$ cat src/rtl/peri_pkg.sv
`default_nettype none
// +----------------------------------------------------------------------+
// | peri_pkg -- shared types and defaults for the serial peripheral port |
// | Rev 1.0                                                              |
// +----------------------------------------------------------------------+
package peri_pkg;

  typedef enum logic [2:0] {
    IDLE  = 3'd0,
    SETUP = 3'd1,
    LOW   = 3'd2,
    HIGH  = 3'd3,
    HOLD  = 3'd4
  } peri_state_t;

  localparam int REQ_CPU    = 0;
  localparam int REQ_MIRROR = 1;

  localparam int PERI_WIDTH = 16;
  localparam int PERI_DIV   = 4;

endpackage
`default_nettype wire

$ cat src/rtl/rr_arb2.sv
`default_nettype none
// +----------------------------------------------------------------------+
// | rr_arb2 -- combinational two-way round-robin pick                    |
// | Rev 1.0                                                              |
// +----------------------------------------------------------------------+
module rr_arb2
  import peri_pkg::*;
(
  input  logic [1:0] req,
  input  logic       last_grant,
  output logic       grant_valid,
  output logic       grant_idx
);

  always_comb begin
    grant_valid = |req;
    grant_idx   = 1'(REQ_CPU);
    case (req)
      2'b01:   grant_idx = 1'(REQ_CPU);
      2'b10:   grant_idx = 1'(REQ_MIRROR);
      2'b11:   grant_idx = ~last_grant;
      default: grant_idx = 1'(REQ_CPU);
    endcase
  end

endmodule
`default_nettype wire

$ cat src/rtl/peri_serial_scheduler.sv
`default_nettype none
// +----------------------------------------------------------------------+
// | peri_serial_scheduler -- arbitrates two requesters onto P_CLOCK/DATA/CS |
// | Rev 1.0                                                              |
// +----------------------------------------------------------------------+
module peri_serial_scheduler
  import peri_pkg::*;
#(
  parameter int WIDTH = PERI_WIDTH,
  parameter int DIV   = PERI_DIV
) (
  input  logic             clock,
  input  logic             reset,
  input  logic [1:0]       req,
  input  logic [WIDTH-1:0] word0,
  input  logic [WIDTH-1:0] word1,
  output logic [1:0]       ack,
  output logic             busy,
  output logic             P_CLOCK,
  output logic             P_DATA,
  output logic             P_CS
);

  localparam int             IDX_W    = $clog2(WIDTH);
  localparam logic [7:0]     DIV_LAST = 8'(DIV - 1);
  localparam logic [IDX_W-1:0] IDX_TOP = IDX_W'(WIDTH - 1);
  localparam logic [IDX_W-1:0] IDX_ONE = IDX_W'(1);

  peri_state_t      state, state_nxt;
  logic [7:0]       cnt, cnt_nxt;
  logic [IDX_W-1:0] idx, idx_nxt;
  logic [WIDTH-1:0] shift, shift_nxt;
  logic             last_grant, last_grant_nxt;
  logic [1:0]       ack_nxt;
  logic             busy_nxt, pclk_nxt, pdata_nxt, pcs_nxt;

  logic             grant_valid, grant_idx;
  logic [WIDTH-1:0] sel_word;
  logic             dwell_done;

  rr_arb2 u_arb (
    .req         (req),
    .last_grant  (last_grant),
    .grant_valid (grant_valid),
    .grant_idx   (grant_idx)
  );

  assign sel_word   = grant_idx ? word1 : word0;
  assign dwell_done = (cnt == DIV_LAST);

  always_comb begin
    state_nxt      = state;
    cnt_nxt        = cnt + 8'd1;
    idx_nxt        = idx;
    shift_nxt      = shift;
    last_grant_nxt = last_grant;
    ack_nxt        = 2'b00;
    busy_nxt       = busy;
    pclk_nxt       = P_CLOCK;
    pdata_nxt      = P_DATA;
    pcs_nxt        = P_CS;

    case (state)
      IDLE: begin
        cnt_nxt = 8'd0;
        if (grant_valid) begin
          state_nxt          = SETUP;
          shift_nxt          = sel_word;
          idx_nxt            = IDX_TOP;
          last_grant_nxt     = grant_idx;
          ack_nxt[grant_idx] = 1'b1;
          busy_nxt           = 1'b1;
          pcs_nxt            = 1'b0;
          pclk_nxt           = 1'b0;
          pdata_nxt          = sel_word[WIDTH-1];
        end
      end
      SETUP, LOW: begin
        if (dwell_done) begin
          state_nxt = HIGH;
          cnt_nxt   = 8'd0;
          pclk_nxt  = 1'b1;
        end
      end
      HIGH: begin
        if (dwell_done) begin
          cnt_nxt  = 8'd0;
          pclk_nxt = 1'b0;
          if (idx == '0) begin
            state_nxt = HOLD;
            pdata_nxt = 1'b0;
          end else begin
            // Shift left so the next bit is always at the top of the register.
            state_nxt = LOW;
            idx_nxt   = idx - IDX_ONE;
            shift_nxt = shift << 1;
            pdata_nxt = shift[WIDTH-2];
          end
        end
      end
      HOLD: begin
        if (dwell_done) begin
          state_nxt = IDLE;
          cnt_nxt   = 8'd0;
          pcs_nxt   = 1'b1;
          busy_nxt  = 1'b0;
        end
      end
      default: begin
        state_nxt = IDLE;
        cnt_nxt   = 8'd0;
      end
    endcase
  end

  always_ff @(posedge clock) begin
    if (reset) begin
      state      <= IDLE;
      cnt        <= 8'd0;
      idx        <= IDX_TOP;
      shift      <= '0;
      last_grant <= 1'b1;
      ack        <= 2'b00;
      busy       <= 1'b0;
      P_CLOCK    <= 1'b0;
      P_DATA     <= 1'b0;
      P_CS       <= 1'b1;
    end else begin
      state      <= state_nxt;
      cnt        <= cnt_nxt;
      idx        <= idx_nxt;
      shift      <= shift_nxt;
      last_grant <= last_grant_nxt;
      ack        <= ack_nxt;
      busy       <= busy_nxt;
      P_CLOCK    <= pclk_nxt;
      P_DATA     <= pdata_nxt;
      P_CS       <= pcs_nxt;
    end
  end

endmodule
`default_nettype wire

$ cat config.mk
export PLATFORM = sky130hd
export DESIGN_NAME = peri_serial_scheduler
export DESIGN_NICKNAME = d
export VERILOG_FILES = /design/src/rtl/peri_pkg.sv /design/src/rtl/rr_arb2.sv /design/src/rtl/peri_serial_scheduler.sv
export SDC_FILE = /design/constraint.sdc
export NUM_CORES = 1
export LEC_CHECK = 0
export CORE_MARGIN = 4
export CORE_UTILIZATION = 50
export DETAILED_ROUTE_END_ITERATION = 6
export DONT_BUFFER_PORTS = 1
export PLACE_DENSITY = 0.66
export SLEW_MARGIN = 40
export SYNTH_ARGS = -nofsm -noshare
export SYNTH_HDL_FRONTEND = slang
export SYNTH_SLANG_ARGS = --single-unit
$ cat constraint.sdc
create_clock -name clock -period 2.8 [get_ports clock]
set_clock_uncertainty 0.1 [all_clocks]
set_input_delay 0.14 -clock clock [delete_from_list [all_inputs] [get_ports clock]]
set_output_delay 0.14 -clock clock [all_outputs]
set_load 0.02 [all_outputs]
Word level (Yosys, flattened, before mapping)
Cells that the tools add are included.

Register bits after elaboration: 37. Input port bits: 36. Output and inout port bits: 6. Logic and storage cells: 76.

Add/subtract/negate cells: 2. Magnitude comparators: 2. Equal/unequal tests: 12. Muxes and demuxes: 29. Bitwise operators: 4. Reduce and logical (&&, ||, !) cells: 17.

Operators by type and width (number): 15-bit 2-to-1 mux (3); 15-bit case mux with 2 select lines (1); 16-bit 2-to-1 mux (1); 3-bit 2-to-1 mux (5); 4-bit 2-to-1 mux (3); 3-bit case mux with 4 select lines (1); 4-bit AND reduction (3); 2-bit inequality test (second input constant) (5); 8-bit by 1-bit adder with 8-bit output (second input constant) (1); 8-bit by 2-bit == test with 1-bit output (second input constant) (1); 1-bit 2-to-1 mux (8); 1-bit case mux with 2 select lines (4); 4-bit case mux with 2 select lines (1); 3-bit by 2-bit == test with 1-bit output (second input constant) (2); 3-bit AND reduction (2); 3-bit OR reduction (2); 2-bit == test (second input constant) (2); 4-bit logical NOT (1); 1-bit NOT (4); 2-bit nonzero test (2); 2-bit OR reduction (2); 4-bit OR reduction (1); 4-bit by 1-bit subtractor with 4-bit output (second input constant) (1); 3-bit by 1-bit == test with 1-bit output (second input constant) (1); other kinds (9) (9).

Longest topological paths before layout
Gate-level depths: netlist (run 1).

Depth after elaboration: 6. Gate-level depth with buffers: 7. Mapped depth without buffers: 6.

Cells and area by module
Synthesis (run 1) repeated with hierarchy kept, for this count alone.

Cell total of the unflattened synthesis: 223. Area total of the unflattened synthesis: 1900.6 µm².

Modules (own cells, without submodules): peri_serial_scheduler (times used 1, cells each 221, area each 1886.8 µm²); rr_arb2 (times used 1, cells each 2, area each 13.8 µm²).

Worst setup path after synthesis (run 1)
Ideal clock, no wire load.

Path kind: register to register. From: reg cnt[0]. To: reg cnt[2]. Setup time: 64 ps. Arrival time: 1744 ps. Path slack: 893 ps. Cell stages (with the launch flop): 8. Cells stage by stage: dfxtp_1 > ha_1 > nor3b_2 > and2_1 > buf_6 > or4b_1 > buf_2 > nor2_1.

Longest elaborated chain between the ends: 2. Elaborated cells on any way between the ends: 3.

Ends and longest elaborated chain: start, declared (RTL line peri_serial_scheduler.sv:30) `logic [7:0] cnt, cnt_nxt;`; start signal, assigned (RTL line peri_serial_scheduler.sv:130) `cnt <= cnt_nxt;`; parallel branches: the longest is 2 deep, another holds 8-bit by 1-bit adder with 8-bit output.

Parallel ways; which one is timed is not known. A chain may end at the register's enable or synchronous reset.

Final worst setup path (run 1)
From: reg idx[0]. To: reg shift[10].

Longest elaborated chain between the ends: 3.

Ends and longest elaborated chain: start, declared (RTL line peri_serial_scheduler.sv:31) `logic [IDX_W-1:0] idx, idx_nxt;`; start signal, assigned (RTL line peri_serial_scheduler.sv:131) `idx <= idx_nxt;`; 4-bit logical NOT (RTL line peri_serial_scheduler.sv:89) `if (idx == '0) begin`; 2-bit inequality test (no source line); 4-bit AND reduction (no source line); end signal, assigned (RTL line peri_serial_scheduler.sv:132) `shift <= shift_nxt;`; end, declared (RTL line peri_serial_scheduler.sv:32) `logic [WIDTH-1:0] shift, shift_nxt;`.

No other way between the ends.

==> flow_summary.yaml, run 1 <==
synthesis:
  synth.distinct_cells: 43
  synth-seq-area-share: 0.403
  yosys_register_bits: 37
  postSynthAreaPerCell_um2: 9.02
  syn_inst: 204
  synth_edf_count: 0
  yosysWarnings: 0
  synth_nets: 242
  netlist_area_um2: 1840
  synthArstFlopShare: 0
  synth_flop_cell: "dfxtp_1"
floorplan:
  die_h_um: 68.7
  die_w_um: 68.7
  dieArea_um2: 4710
  start_util: 0.534
  coreArea_um2: 3440
  rows: 21
  ios: 42
final_layout:
  final_cell_mix: "37 x dfxtp_1, 19 x o21ai_0, 19 x nand2_1, 15 x mux2i_1, 14 x a22o_1"
  drive_gt1_frac: 0.104
  fin_area_um2: 1990
  diodes: 0
  final_nets: 238
  syn2layout_area_growth_pct: 8.44
  final_common_cell: "dfxtp_1"
route:
  routedWlPerCell_um: 15.2
  num_vias: 1460
  wirelength_um: 3760
  drc_errors: 0
  drtIter0Drc: 94
  ant_nets: 0
  first_pass_iters: 4
  via_per_inst: 5.91
place:
  place_area_um2: 1840
  dp_slack_ns: 0.532
  hpwl_um: 2750
  gp_congestion: 0.800
  port_buffers: 0
setup_path:
  rrSetupSlack_ns: 0.55
  reg2reg_depth: 6
  crit_required_ns: 2.93
  crit_path_end_kind: "register"
  path_class: "reg2reg"
  path_max_fanout: 14
  r2r-start: "idx[0]"
  r2r-end: "shift[10]"
  crit_start: "idx[0]"
  critPathLaunchType: "register"
  critPathArrivalTime_ns: 2.38
clock_network:
  cts_tree: "built"
  ctsResizeCount: 0
  clkTransAtPathRegs_ns: 0.07
  htreeDepth: 2
  clk_latency_ns: 0.29
  clockRootBuffer: "clkbuf_8"
  cts_buffers: 5
  cts.sinks: 37
  clk_path_buf_depth: 2
timing:
  min_period_ns: 2.25
  final.setup.tns_ns: 0
  finalSetupViolCount: 0
  slew_violations: 0
  tightest_slew_ns: 0.633
  min_period_over_period: 0.804
  relSlewSlack: 0.578
  hold_viol: 0
  whs_ns: 0.0592
  fmax_mhz: 444
  finalWorstSetupSlack_ns: 0.549
  rsz0062_at_grt: "false"
hold_path:
  hold_path_end: "shift[14]"
  hold_class: "in2reg"
  min-delay-start: "reset"
  hold_depth: 2
grt:
  grt_first_pass_wirelength_um: 6160
  grt_pass1_vias: 1395
  grt_max_degree: 33
  grt_use_total: 0.180
  grt.overflow.total: 0
  antenna_found_initial: 0
flow_run:
  drv_cap: 0
power_and_ir_drop:
  power.leakage_nw: 0.752
  cellPowerDensity_nw_per_um2: 614
  ir_worst_vdd_mv: 0.309
status:
  status: "finished, final reports clean"
layer usage:
layer | part of all wire | global-route usage
met5 | 0 | 0
met4 | 0.019 | 0.0918
met3 | 0.057 | 0.0519
met2 | 0.51 | 0.312
met1 | 0.41 | 0.199
cell type report:
class,instances,area [µm²]
Clock buffer,5,68.8
Sequential cell,37,741
Timing Repair Buffer,4,32.5
Inverter,6,22.5
Fill cell,325,1450
Multi-Input combinational cell,146,1010
Clock inverter,3,65.1
Tap cell,46,57.6
worst max path at each step:
| stage | cells after the start | end |
|---|---|---|
| CTS | 6 | shift[10] |
| finish | 6 | shift[10] |
| floorplan | 7 | cnt[2] |
| detailed placement | 6 | shift[10] |
| global placement | 4 | shift[13] |
| global route | 6 | shift[10] |
synth_stat cells (2+ instances only):
master / instances / share of area
o21ai_0: 19 / 0.052
xor2_1: 4 / 0.019
nand2_1: 19 / 0.039
a21oi_1: 9 / 0.024
nor2_1: 11 / 0.022
mux2i_1: 15 / 0.082
a211o_1: 2 / 0.0095
nand3_1: 11 / 0.030
ha_1: 2 / 0.014
nor3b_1: 3 / 0.012
clkbuf_1: 6 / 0.012
xnor2_1: 3 / 0.014
buf_2: 6 / 0.016
nand4_1: 2 / 0.0068
buf_4: 2 / 0.0082
a31oi_1: 2 / 0.0068
a22o_1: 14 / 0.067
and3_1: 2 / 0.0068
inv_1: 6 / 0.012
dfxtp_1: 37 / 0.40
nor3_2: 2 / 0.011
nor3_1: 5 / 0.014
nand3b_1: 2 / 0.0082
flip-flops by register name, indices dropped and copies added, names as in the netlist:
name        count
shift          15
cnt             8
idx             4
state           3
ack             2
P_CLOCK         1
P_CS            1
P_DATA          1
busy            1
last_grant      1
critical path: stages, from the launching register on:
cell and delay [ns]:
dfxtp_1 0.33, inv_1 0.06, ha_1 0.19, nor3b_1 0.53
o2bb2ai_1 0.18, a21oi_2 0.56, a22o_1 0.25
what timing repair did:
action,4_1_cts,5_1_grt
setup buffers,0,0
hold buffers,1,0
endpoints found under the hold margin,15,0
through the flow:
stage          std cells  power [mW]  utilization
2_1_floorplan        204       0.677            -
4_1_cts              247        1.24        0.578
3_5_place_dp         238       0.694        0.536
5_1_grt              247        1.28        0.579
6_report             247        1.23        0.579
3_3_place_gp         238       0.689        0.536
kinds of logic after synthesis:
kind of cell               after synthesis  share of synthesized area
xor gates and xnor gates                 7                     0.0333
muxes                                   16                     0.0878
DFF                                     37                      0.403
and+or+nand+nor                         64                      0.188
buffers and inverters                   21                     0.0551
adders and majority gates                2                     0.0136
AOI/OAI and AO/OA                       57                      0.219
power by group:
part	switching, mW	leakage, nW	internal, mW	total (mW)
registers	0.0259	0.303	0.555	0.581
clock network	0.186	0.0681	0.354	0.539
logic	0.0566	0.381	0.0488	0.105
(Power assumes the default switching activity.)
==> run 2, diff against run 1 <==
Settings changed: ABC_AREA set to 1.
Clock period 2.8 ns to 2.3 ns, I/O delays scaled along.
==> flow_summary.yaml, run 2 <==
clock_network:
  cts.sinks: 37
  cts_setup_buffers: 0
  cts_buffers: 5
  clockRootBuffer: "clkbuf_8"
  clk_path_buf_depth: 2
  clk_latency_ns: 0.28
  htreeDepth: 2
  clkTransAtPathRegs_ns: 0.07
  cts_tree: "built"
grt:
  grt_max_degree: 34
  grt.overflow.total: 0
  use_met2: 0.302
  grt_first_pass_wirelength_um: 7860
  top_usage_layer: "met2"
  grt_pass1_vias: 1796
  antenna_found_initial: 0
  met1_usage: 0.248
  grt_use_met3: 0.0519
  grt_use_total: 0.188
synthesis:
  postSynthAreaPerCell_um2: 6.49
  synth_top_area_frac: 0.370
  synthMostInstantiatedCell: "nand2_1"
  yosys_register_bits: 37
  yosysWarnings: 0
  synth.area.top_cells: "dfxtp_1 37%, nand2_1 18%, nor2_1 8.2%"
  syn_inst: 309
  synth-seq-area-share: 0.370
  synth.distinct_cells: 26
  netlist_area_um2: 2000
  synth_flop_cell: "dfxtp_1"
  synthArstFlopShare: 0
  synth_top_area_cell: "dfxtp_1"
  synth_edf_count: 0
  synth_nets: 347
  synth_common_cells: "96 x nand2_1, 44 x nor2_1, 37 x dfxtp_1, 32 x inv_1, 31 x nand3_1"
final_layout:
  final_common_cell: "nand2_1"
  top_regs: "shift: 15 flops, cnt: 8 flops, idx: 4 flops"
  syn2layout_area_growth_pct: 11.7
  final_cell_mix: "96 x nand2_1, 44 x nor2_1, 37 x dfxtp_1, 32 x inv_1, 31 x nand3_1"
  fill_cells: 353
  largest_register_ff_count: 15
  final_nets: 360
  diodes: 0
  largest-register: "shift"
  drive_gt1_frac: 0.0807
timing:
  fmax_mhz: 481
  relSlewSlack: 0.666
  slew_violations: 0
  rsz0062_at_grt: "false"
  final.setup.tns_ns: 0
  hold_viol: 3
  tightest_slew_ns: 0.501
  min_period_ns: 2.08
  min_period_over_period: 0.904
  whs_ns: -0.00717
  finalSetupViolCount: 0
  finalWorstSetupSlack_ns: 0.220
flow_run:
  drv_cap: 0
floorplan:
  dieArea_um2: 5090
  die_w_um: 71.3
  die_h_um: 71.3
  start_util: 0.532
  ios: 42
  coreArea_um2: 3770
  rows: 22
place:
  port_buffers: 0
  gp_congestion: 0.885
  dp_slack_ns: 0.637
  hpwl_um: 2920
setup_path:
  critPathBufInv: 1
  path_max_fanout: 33
  critPathArrivalTime_ns: 2.15
  max_stage_delay_ns: 0.55
  critical-path-slowest-cell: "dlygate4sd3_1"
  critPathLaunchType: "register"
  r2r-start: "state[1]"
  critPathMostFrequentCell: "nand2_2"
  crit_family: "simple AND/OR/NAND/NOR gates"
  path_cells: "nand2_2 -> nor2_4 -> nand2_2 -> nand2_4 -> nand2_8 -> nand2_2 -> a21oi_2 -> dlygate4sd3_1"
  path_class: "reg2reg"
  crit_path_end_kind: "register"
  crit_required_ns: 2.37
  crit_start: "state[1]"
power_and_ir_drop:
  cellPowerDensity_nw_per_um2: 1150
  power.leakage_nw: 1.05
  ir_worst_vdd_mv: 0.599
  power_mw: 2.56
route:
  drtIter0Drc: 127
  ant_nets: 0
  routedWlPerCell_um: 11.7
  num_vias: 1843
  drc_errors: 0
  first_pass_iters: 4
  via_per_inst: 4.98
  wirelength_um: 4330
status:
  violations: "negative hold slack"
  status: "finished, violations left"
hold_path:
  min-delay-start: "word1[4]"
  hold_class: "in2reg"
==> run 2: cell types whose count changed in the layout (fill, tap and decap cells not counted), sizes merged, moves of 3 or more <==
cell and change:
nor3 -4, a22o -14, nand3 +20, o21ai -12, o211ai +3, nand2 +85
mux2i -15, nor2 +35, nor3b -4, dlygate4sd3 +12, inv +30, a21oi +10
==> run 2: path summary, 6_finish.rpt <==
path | endpoint | slack (ns) | depth (start not counted)
worst max register to register | shift[0] | 0.22 | 8
worst max-delay path | shift[0] | 0.22 | 8
worst min-delay path | shift[4] | -0.007 | 4
worst min register to register | cnt[0] | 0.35 | 1
==> run 2: metal layers <==
metal  routed length [µm]  up-vias
met5                    0        -
met4                   54        0
met3                  258        7
met2                 1920       41
met1                 2100      804
li1                     -      991
==> run 2: layout make-up <==
type	count	area (µm²)	share of cell area
Clock buffer	7	86.3	0.0386
Inverter	37	139	0.0620
Multi-Input combinational cell	225	1060	0.473
Sequential cell	37	741	0.331
Tap cell	48	60.1	0.0268
Timing Repair Buffer	16	153	0.0682
==> run 2: what timing repair did <==
action,in CTS,in global routing
endpoints found under the setup margin,0,1
resized for setup,0,1
endpoints found under the hold margin,12,0
hold buffers,13,0
==> run 2: cells by family after synthesis <==
family,count (synthesis),synth area share
flops,37,0.370
xor+xnor,5,0.0218
compound gates,33,0.0961
simple gates,185,0.394
fa+ha+maj,2,0.0125
buf+inv,47,0.106
==> run 2: tightest hold or removal path, cell delays in order <==
cell,delay (ns)
nand2_1,0.03
nand3_1,0.06
a21oi_1,0.06
nor2_1,0.07
==> run 2: power by group <==
| group | switching (mW) | internal (mW) |
|---|---|---|
| Sequential | 0.155 | 0.848 |
| Clock | 0.218 | 0.238 |
| Combinational | 0.704 | 0.400 |
==> run 2: per-stage QoR <==
step                       util  instances  cell area (µm²)
after floorplan               -        309             2000
after global placement    0.534        350             2010
after detailed placement  0.534        350             2010
after CTS                 0.591        370             2230
after global routing      0.594        370             2240
final                     0.594        370             2240
